File: src/rtl/msx_fetch_pkg.sv
// Shared types and constants for the mapper memory fetch path.
package msx_fetch_pkg;

  typedef enum logic [1:0] {
    IDLE,
    ISSUE,
    DONE
  } fetch_state_t;

  localparam logic [7:0] UNMAPPED_DATA   = 8'hFF;
  localparam int         DEFAULT_ADDR_W  = 27;
  localparam int         DEFAULT_TIMEOUT = 64;

endpackage

File: src/rtl/mapper_fetch_cache.sv
// Single-entry read cache {valid, addr, data} for mapper_mem_fetch.
// Only instantiated when MAPPER_FETCH_CACHE_EN is defined.
module mapper_fetch_cache
  import msx_fetch_pkg::*;
#(
  parameter int ADDR_W = DEFAULT_ADDR_W
) (
  input  logic              clk,
  input  logic              reset_n,
  input  logic [ADDR_W-1:0] lookup_addr,
  input  logic              flush,
  input  logic              invalidate,
  input  logic              fill,
  input  logic [ADDR_W-1:0] fill_addr,
  input  logic [7:0]        fill_data,
  output logic              hit,
  output logic [7:0]        hit_data
);

  logic              valid;
  logic [ADDR_W-1:0] addr;
  logic [7:0]        data;

  // Invalidation takes priority over a fill in the same cycle.
  always_ff @(posedge clk or negedge reset_n) begin
    if (!reset_n) begin
      valid <= 1'b0;
      addr  <= '0;
      data  <= '0;
    end else if (flush || invalidate) begin
      valid <= 1'b0;
    end else if (fill) begin
      valid <= 1'b1;
      addr  <= fill_addr;
      data  <= fill_data;
    end
  end

  // A flush arriving with a lookup forces a miss.
  assign hit      = valid && (addr == lookup_addr) && !flush;
  assign hit_data = data;

endmodule

File: src/rtl/mapper_mem_fetch.sv
// Memory-side responder for slot mapper reads: one-byte fetch over req/ready with CPU wait.
// Optional single-entry read cache enabled by defining MAPPER_FETCH_CACHE_EN.
module mapper_mem_fetch
  import msx_fetch_pkg::*;
#(
  parameter int ADDR_W  = DEFAULT_ADDR_W,
  parameter int TIMEOUT = DEFAULT_TIMEOUT
) (
  input  logic              clk,
  input  logic              reset_n,
  input  logic              cpu_req,
  input  logic              cpu_rd,
  input  logic              ram_cs,
  input  logic [ADDR_W-1:0] ram_addr,
  input  logic              flush,
  output logic              cpu_wait,
  output logic [7:0]        cpu_data,
  output logic              data_valid,
  output logic              timeout,
  output logic              mem_req,
  output logic [ADDR_W-1:0] mem_addr,
  input  logic [7:0]        mem_rdata,
  input  logic              mem_ready
);

  localparam int               CNT_W    = $clog2(TIMEOUT + 1);
  localparam logic [CNT_W-1:0] CNT_LAST = CNT_W'(TIMEOUT - 1);

  fetch_state_t     state;
  logic [CNT_W-1:0] cnt;
  logic             accept;
  logic             unmapped_rd;
  logic             abort;
  logic             cache_hit;
  logic [7:0]       cache_data;

  assign accept      = (state == IDLE) && cpu_req && cpu_rd && ram_cs;
  assign unmapped_rd = (state == IDLE) && cpu_req && cpu_rd && !ram_cs;
  assign abort       = (state == ISSUE) && !mem_ready && (cnt == CNT_LAST);
  assign cpu_wait    = accept || (state == ISSUE);

`ifdef MAPPER_FETCH_CACHE_EN
  mapper_fetch_cache #(
    .ADDR_W(ADDR_W)
  ) u_cache (
    .clk        (clk),
    .reset_n    (reset_n),
    .lookup_addr(ram_addr),
    .flush      (flush),
    .invalidate (abort),
    .fill       ((state == ISSUE) && mem_ready),
    .fill_addr  (mem_addr),
    .fill_data  (mem_rdata),
    .hit        (cache_hit),
    .hit_data   (cache_data)
  );
`else
  logic unused_flush;
  assign unused_flush = flush;
  assign cache_hit    = 1'b0;
  assign cache_data   = UNMAPPED_DATA;
`endif

  // data_valid and timeout are high only while in DONE, so they are single-cycle pulses.
  always_ff @(posedge clk or negedge reset_n) begin
    if (!reset_n) begin
      state      <= IDLE;
      cnt        <= '0;
      mem_req    <= 1'b0;
      mem_addr   <= '0;
      cpu_data   <= UNMAPPED_DATA;
      data_valid <= 1'b0;
      timeout    <= 1'b0;
    end else begin
      data_valid <= 1'b0;
      timeout    <= 1'b0;
      case (state)
        IDLE: begin
          if (accept) begin
            mem_addr <= ram_addr;
            cnt      <= '0;
            if (cache_hit) begin
              cpu_data   <= cache_data;
              data_valid <= 1'b1;
              state      <= DONE;
            end else begin
              mem_req <= 1'b1;
              state   <= ISSUE;
            end
          end else if (unmapped_rd) begin
            cpu_data   <= UNMAPPED_DATA;
            data_valid <= 1'b1;
            state      <= DONE;
          end
        end
        ISSUE: begin
          if (mem_ready) begin
            cpu_data   <= mem_rdata;
            mem_req    <= 1'b0;
            data_valid <= 1'b1;
            state      <= DONE;
          end else if (abort) begin
            cpu_data   <= UNMAPPED_DATA;
            mem_req    <= 1'b0;
            data_valid <= 1'b1;
            timeout    <= 1'b1;
            state      <= DONE;
          end else begin
            cnt <= cnt + 1'b1;
          end
        end
        DONE: begin
          cnt   <= '0;
          state <= IDLE;
        end
        default: begin
          mem_req <= 1'b0;
          state   <= IDLE;
        end
      endcase
    end
  end

endmodule
File: config.mk
export PLATFORM = sky130hd
export DESIGN_NAME = mapper_mem_fetch
export DESIGN_NICKNAME = d
export VERILOG_FILES = /design/src/rtl/msx_fetch_pkg.sv /design/src/rtl/mapper_fetch_cache.sv /design/src/rtl/mapper_mem_fetch.sv
export SDC_FILE = /design/constraint.sdc
export NUM_CORES = 1
export LEC_CHECK = 0
export ABC_AREA = 0
export BUFFER_PORTS_ARGS = -buffer_cell sky130_fd_sc_hd__buf_2
export CORE_ASPECT_RATIO = 1.5
export CORE_UTILIZATION = 47
export DETAILED_ROUTE_END_ITERATION = 8
export MAX_ROUTING_LAYER = met4
export PLACE_DENSITY = 0.77
export RECOVER_POWER = 25
export SLEW_MARGIN = 20
export SYNTH_ARGS = -nofsm -noshare
export SYNTH_HDL_FRONTEND = slang
export SYNTH_SLANG_ARGS = --single-unit
File: constraint.sdc
create_clock -name clk -period 3.6 [get_ports clk]
set_input_delay 0.72 -clock clk [delete_from_list [all_inputs] [get_ports clk]]
set_output_delay 0.72 -clock clk [all_outputs]
set_load 0.01 [all_outputs]
==> qor.txt, run 1 <==
DP Cell Count: 263
DP Area: 0.00248 sq mm
IO Count: 81
clock tree sinks: 47
DRC viols: 0
largest net degree at the start of global routing: 48
RR Endpoint: mem_addr[6]
Max Transition Viols Final: 48
Leak: 1.34 nW
Die X: 56.3 um
FF-to-FF Start: state[1]
Clock Skews: 0.00671 ns
post-DP HPWL: 2.79 mm
Netlist cell types: 30
register bit total from synthesis: 47
sequential fraction of the synthesis area: 0.571
crit path launch: state[1]
post-synth top area cell: dfrtp_1
Die H: 83.4 um
# Post-CTS Setup Buffers: 0
post_cts resized: 0
Fmax achieved: 372 MHz
GRT Util Overall: 0.195
Req. time, crit path: 2.88 ns
fraction of layout cells with a size suffix above 1: 0.587
max cap viols: 1
failing checks: max-capacitance violations, max-slew violations
critical setup path kind: flip-flop to output port
initial core utilization: 0.489
post-placement setup slack: 0.915 ns
routed wire length on met2: 2.02 mm
Routed WL per cell: 14.9 um
total power draw: 1.69 mW
RSZ-0062 raised after global routing: false
max layer used: met4
most frequent cells in the layout: buf_2 (78), dfrtp_1 (39), mux2_4 (27), nand2b_1 (10)
vias in the first global route: 1450
Core Region: 0.00425 sq mm
DR pass1 iterations: 4
hold path cells: 1
ys async rst share: 1.00
clk slew on worst S/H paths: 0.09 ns
Syn Nets: 187
Clock Path Buffers: 2
synth warn: 0
Post-synth EDFFs: 0
H-Tree Depth: 2
Slew headroom: -0.596
hold worst-path end: mem_addr[13]
ranking of synthesized cells by area: dfrtp_1 (47%), mux2_4 (20%), dfstp_2 (10%)
Worst Hold Class: flip-flop to flip-flop
Main synth FF type: dfrtp_1
remaining antenna violation count: 0
Post-Syn Area: 0.00208 sq mm
status: finished with violations
commonest non-fill, non-tap cell in the layout: buf_2
Design Area, Final: 0.00259 sq mm
CP Launch Type: flip-flop
Synth Area per Inst: 14.4 sq um
Max rail drop VDD: 0.489 mV
Vias/cell: 5.29
utilization after layout: 0.611
Row Count: 29
Final Hold Viols: 0
hold-fix buffers at CTS: 0
synthesized instance count: 144
PnR worst setup slack: 0.914 ns
Reg2Reg Setup Slack: 1.70 ns
Antenna Diode Count: 0
largest fanout on the critical path: 30
area growth from synthesis to layout: 24.8%
CP endpoint kind: output port
port bufs: 79
Routed WL: 4.03 mm
total congestion overflow: 0
worst skew pair latency: 0.29 ns
Yosys top cell area share: 0.470
Tcrit/Tclk final: 0.746
final setup fails: 0
nets: 267
Post-Route Setup TNS: 0 ns
worst hold start: mem_addr[13]
first-pass GRT wire length: 6.98 mm
initial antenna violation count: 0
M1 WL: 1.71 mm
full die area: 0.00469 sq mm
Vias: 1433
Hold Slack: 0.510 ns
CP Data Arrival Time: 1.97 ns
CTS buffer count: 5
final RePlAce weighted congestion: 0.762
1st-iter DRT viols: 41
Tmin final: 2.69 ns
worst reg-to-reg path cell count: 2
wire length on met3: 231 um
PwrDens: 653 mW/mm^2
final non-filler cell total: 271
CTS tree: built
Clock Root Buffer: clkbuf_8
Worst Tran Pin Value: 2.39 ns
==> cells in the mapped netlist, drive strengths merged, types with 3 or more instances <==
cell,number
nor3,4
o221a,8
dfstp,8
nand3,4
nand2,5
a21oi,4
inv,3
buf,4
mux2,27
nand2b,10
dfrtp,39
nor2,4
o2bb2ai,4
==> worst max-delay path by stage <==
| stage | slack, ns | end |
|---|---|---|
| 3_3_place_gp | 0.93 | cpu_wait |
| 3_5_place_dp | 0.91 | cpu_wait |
| 6_report | 0.91 | cpu_wait |
| 4_1_cts | 0.88 | cpu_wait |
| 2_1_floorplan | 1.30 | cpu_wait |
| 5_1_grt | 0.55 | cnt[1] |
==> worst max-delay path, stage by stage, from the launching register on <==
cell     delay [ns]
dfrtp_1        0.56
or4b_4         0.83
nand2_1        0.15
buf_2          0.13
==> cell families after synthesis <==
logic type | count (synthesis) | synth area share
compound gates | 22 | 0.0934
fa+ha+maj | 1 | 0.00602
buf+inv | 9 | 0.0289
flops | 47 | 0.571
mux | 28 | 0.200
simple gates | 37 | 0.101
==> sequential cells by signal (all words and copies together) (netlist names) <==
name and flops:
cnt 7, cpu_data 8, data_valid 1, mem_addr 27, mem_req 1, state 2, timeout 1
==> area by class of cell <==
type,instances,area (sq um)
sequential,47,1190
multi-input combinational,88,831
inverter,3,11.3
clock inverter,3,43.8
clock buffer,5,68.8
timing repair buffer,79,394
fill,368,1650
tap,46,57.6
==> where the power goes <==
| part | total, mW | internal (mW) | switching [mW] |
|---|---|---|---|
| Combinational | 0.513 | 0.305 | 0.208 |
| Clock | 0.381 | 0.207 | 0.174 |
| Sequential | 0.798 | 0.705 | 0.0928 |
| Total | 1.69 | 1.22 | 0.475 |
==> layer usage <==
layer,GRT usage,vias to the layer above
met5,-,-
met3,0.0436,5
met2,0.304,52
li1,-,678
met1,0.251,698
met4,0.0710,0
No activity file was read; power rests on OpenSTA's default activity.
==> inputs of run 2 (changes only) <==
- CORE_UTILIZATION: 47 -> 43
- PLACE_DENSITY: 0.77 -> 0.75
- clock period: 3.6 -> 2.46 ns (I/O delays scaled with it)
==> run 2 against run 1 <==
Net effect:
- the run now ends clean
- via count rose by 1.6%
- wire length fell by 0.52%
- critical path depth did not move
- cell area rose by 1.4%
- largest cell class unchanged
- highest routed layer unchanged
==> qor.txt, run 2 (synthesis results as in run 1) <==
status: completed
hold-fix buffers at CTS: 0 (unchanged)
commonest non-fill, non-tap cell in the layout: buf_2
nets: 270 (+1.1%)
largest net degree at the start of global routing: 48 (unchanged)
Die X: 58.7 um (+4.4%)
CP endpoint kind: output port
Routed WL per cell: 13.7 um (-7.7%)
vias in the first global route: 1445 (-0.34%)
total congestion overflow: 0 (unchanged)
largest register by flop count: mem_addr
first-pass GRT wire length: 6.48 mm (-7.1%)
Row Count: 30 (+3.4%)
crit-path cells: or4b_4 > nand2_1 > buf_2
Buffers & Inverters on Critical Path: 1 (unchanged)
Clock Root Buffer: clkbuf_8
Hold Slack: 0.435 ns (-0.0751 ns)
Worst Hold Class: input port to flip-flop
Post-Route Setup TNS: 0 ns (unchanged)
max reg flops: 27 (unchanged)
final RePlAce weighted congestion: 0.746 (-2.1%)
fraction of layout cells with a size suffix above 1: 0.596 (+0.00982)
Leak: 1.35 nW (+0.65%)
clk slew on worst S/H paths: 0.08 ns (about the same)
Worst Tran Pin Value: 1.09 ns (-1.30 ns)
final non-filler cell total: 292 (+7.7%)
# Post-CTS Setup Buffers: 0 (unchanged)
CTS tree: built
Tmin final: 1.99 ns
Core Region: 0.00458 sq mm (+7.9%)
DP Cell Count: 284 (+8.0%)
worst skew pair latency: 0.28 ns (about the same)
Vias/cell: 4.99 (-5.7%)
Vias: 1456 (+1.6%)
Max Transition Viols Final: 0 (-100%)
Crit-path slowest cell: or4b_4
remaining antenna violation count: 0 (unchanged)
H-Tree Depth: 2 (unchanged)
RSZ-0062 raised after global routing: false
CP Data Arrival Time: 1.50 ns (-0.47 ns)
Req. time, crit path: 1.97 ns (-0.91 ns)
Final Hold Viols: 0 (unchanged)
Clock Skews: 0.00317 ns (-0.00355 ns)
critical setup path kind: flip-flop to output port
PwrDens: 920 mW/mm^2 (+41%)
Largest delay share family, worst path: simple AND/OR/NAND/NOR gates
clock tree sinks: 47 (unchanged)
post-DP HPWL: 2.90 mm (+4.0%)
GRT Util Overall: 0.169 (-0.0262)
post_cts resized: 0 (unchanged)
Fmax achieved: 502 MHz
largest fanout on the critical path: 8 (-73%)
initial antenna violation count: 0 (unchanged)
DRC viols: 0 (unchanged)
Tcrit/Tclk final: 0.810
Die H: 87.1 um (+4.4%)
most frequent cells in the layout: buf_2 (79), dfrtp_1 (39), mux2_4 (27), nand2b_1 (10)
Slew headroom: 0.271 (+0.867)
Max rail drop VDD: 0.499 mV (+2.0%)
port bufs: 79 (unchanged)
CTS buffer count: 5 (unchanged)
Regs by FF count: mem_addr (27), cpu_data (8), cnt (7)
area growth from synthesis to layout: 26.5%
final setup fails: 0 (unchanged)
Antenna Diode Count: 0 (unchanged)
1st-iter DRT viols: 57 (+39%)
Clock Path Buffers: 2 (unchanged)
max cap viols: 0 (-1)
DR pass1 iterations: 5 (+1)
IO Count: 81 (unchanged)
full die area: 0.00512 sq mm (+9.0%)
initial core utilization: 0.454 (-0.0357)
Routed WL: 4.00 mm (-0.52%)
slowest stage delay, CP: 0.56 ns (-0.27 ns)
CP Launch Type: flip-flop
-- run 2: worst paths after layout --
kind	cells past startpoint	end	from	slack, ns
setup reg to reg	5	cpu_data[6]	cnt[0]	0.58
setup / recovery	3	cpu_wait	state[0]	0.47
hold / removal	2	mem_addr[7]	ram_addr[7]	0.44
hold reg to reg	1	mem_addr[14]	mem_addr[14]	0.50
max in group asynchronous	2	state[1]	reset_n	1.31
min in group asynchronous	2	mem_addr[11]	reset_n	0.49
-- run 2: report_power, final --
group	internal, mW	total [mW]	switching, mW
clock	0.256	0.491	0.236
sequential	1.03	1.16	0.131
combinational	0.450	0.762	0.312
total	1.74	2.42	0.679
-- run 2: metal layers --
metal / vias up / routed length [um] / GRT usage
met5: - / 0 / -
met4: 0 / 17 / 0.0455
met3: 2 / 189 / 0.0282
met2: 59 / 2050 / 0.288
met1: 703 / 1750 / 0.205
li1: 692 / - / -
-- run 2: final cells by class --
| class | count | area [sq um] |
|---|---|---|
| Fill cell | 418 | 1950 |
| Timing Repair Buffer | 82 | 415 |
| Clock inverter | 1 | 7.51 |
| Multi-Input combinational cell | 88 | 831 |
| Tap cell | 64 | 80.1 |
| Sequential cell | 47 | 1190 |
| Inverter | 3 | 11.3 |
| Clock buffer | 7 | 96.3 |
-- run 2: worst reg2reg max path: cells and delay by family (launching register included) --
| family | cells | cell delay (ns) |
|---|---|---|
| compound gates | 2 | 0.67 |
| flops | 1 | 0.41 |
| simple gates | 2 | 0.56 |
| fa+ha+maj | 1 | 0.18 |
-- run 2: through the flow --
step,utilization,cell area [sq um],total power [mW],setup WS (ns)
5_1_grt,0.574,2630,2.57,0.397
3_3_place_gp,0.552,2530,1.92,0.516
3_5_place_dp,0.552,2530,1.95,0.500
4_1_cts,0.574,2630,2.45,0.451
6_report,0.574,2630,2.42,0.467
2_1_floorplan,-,2080,1.64,0.619
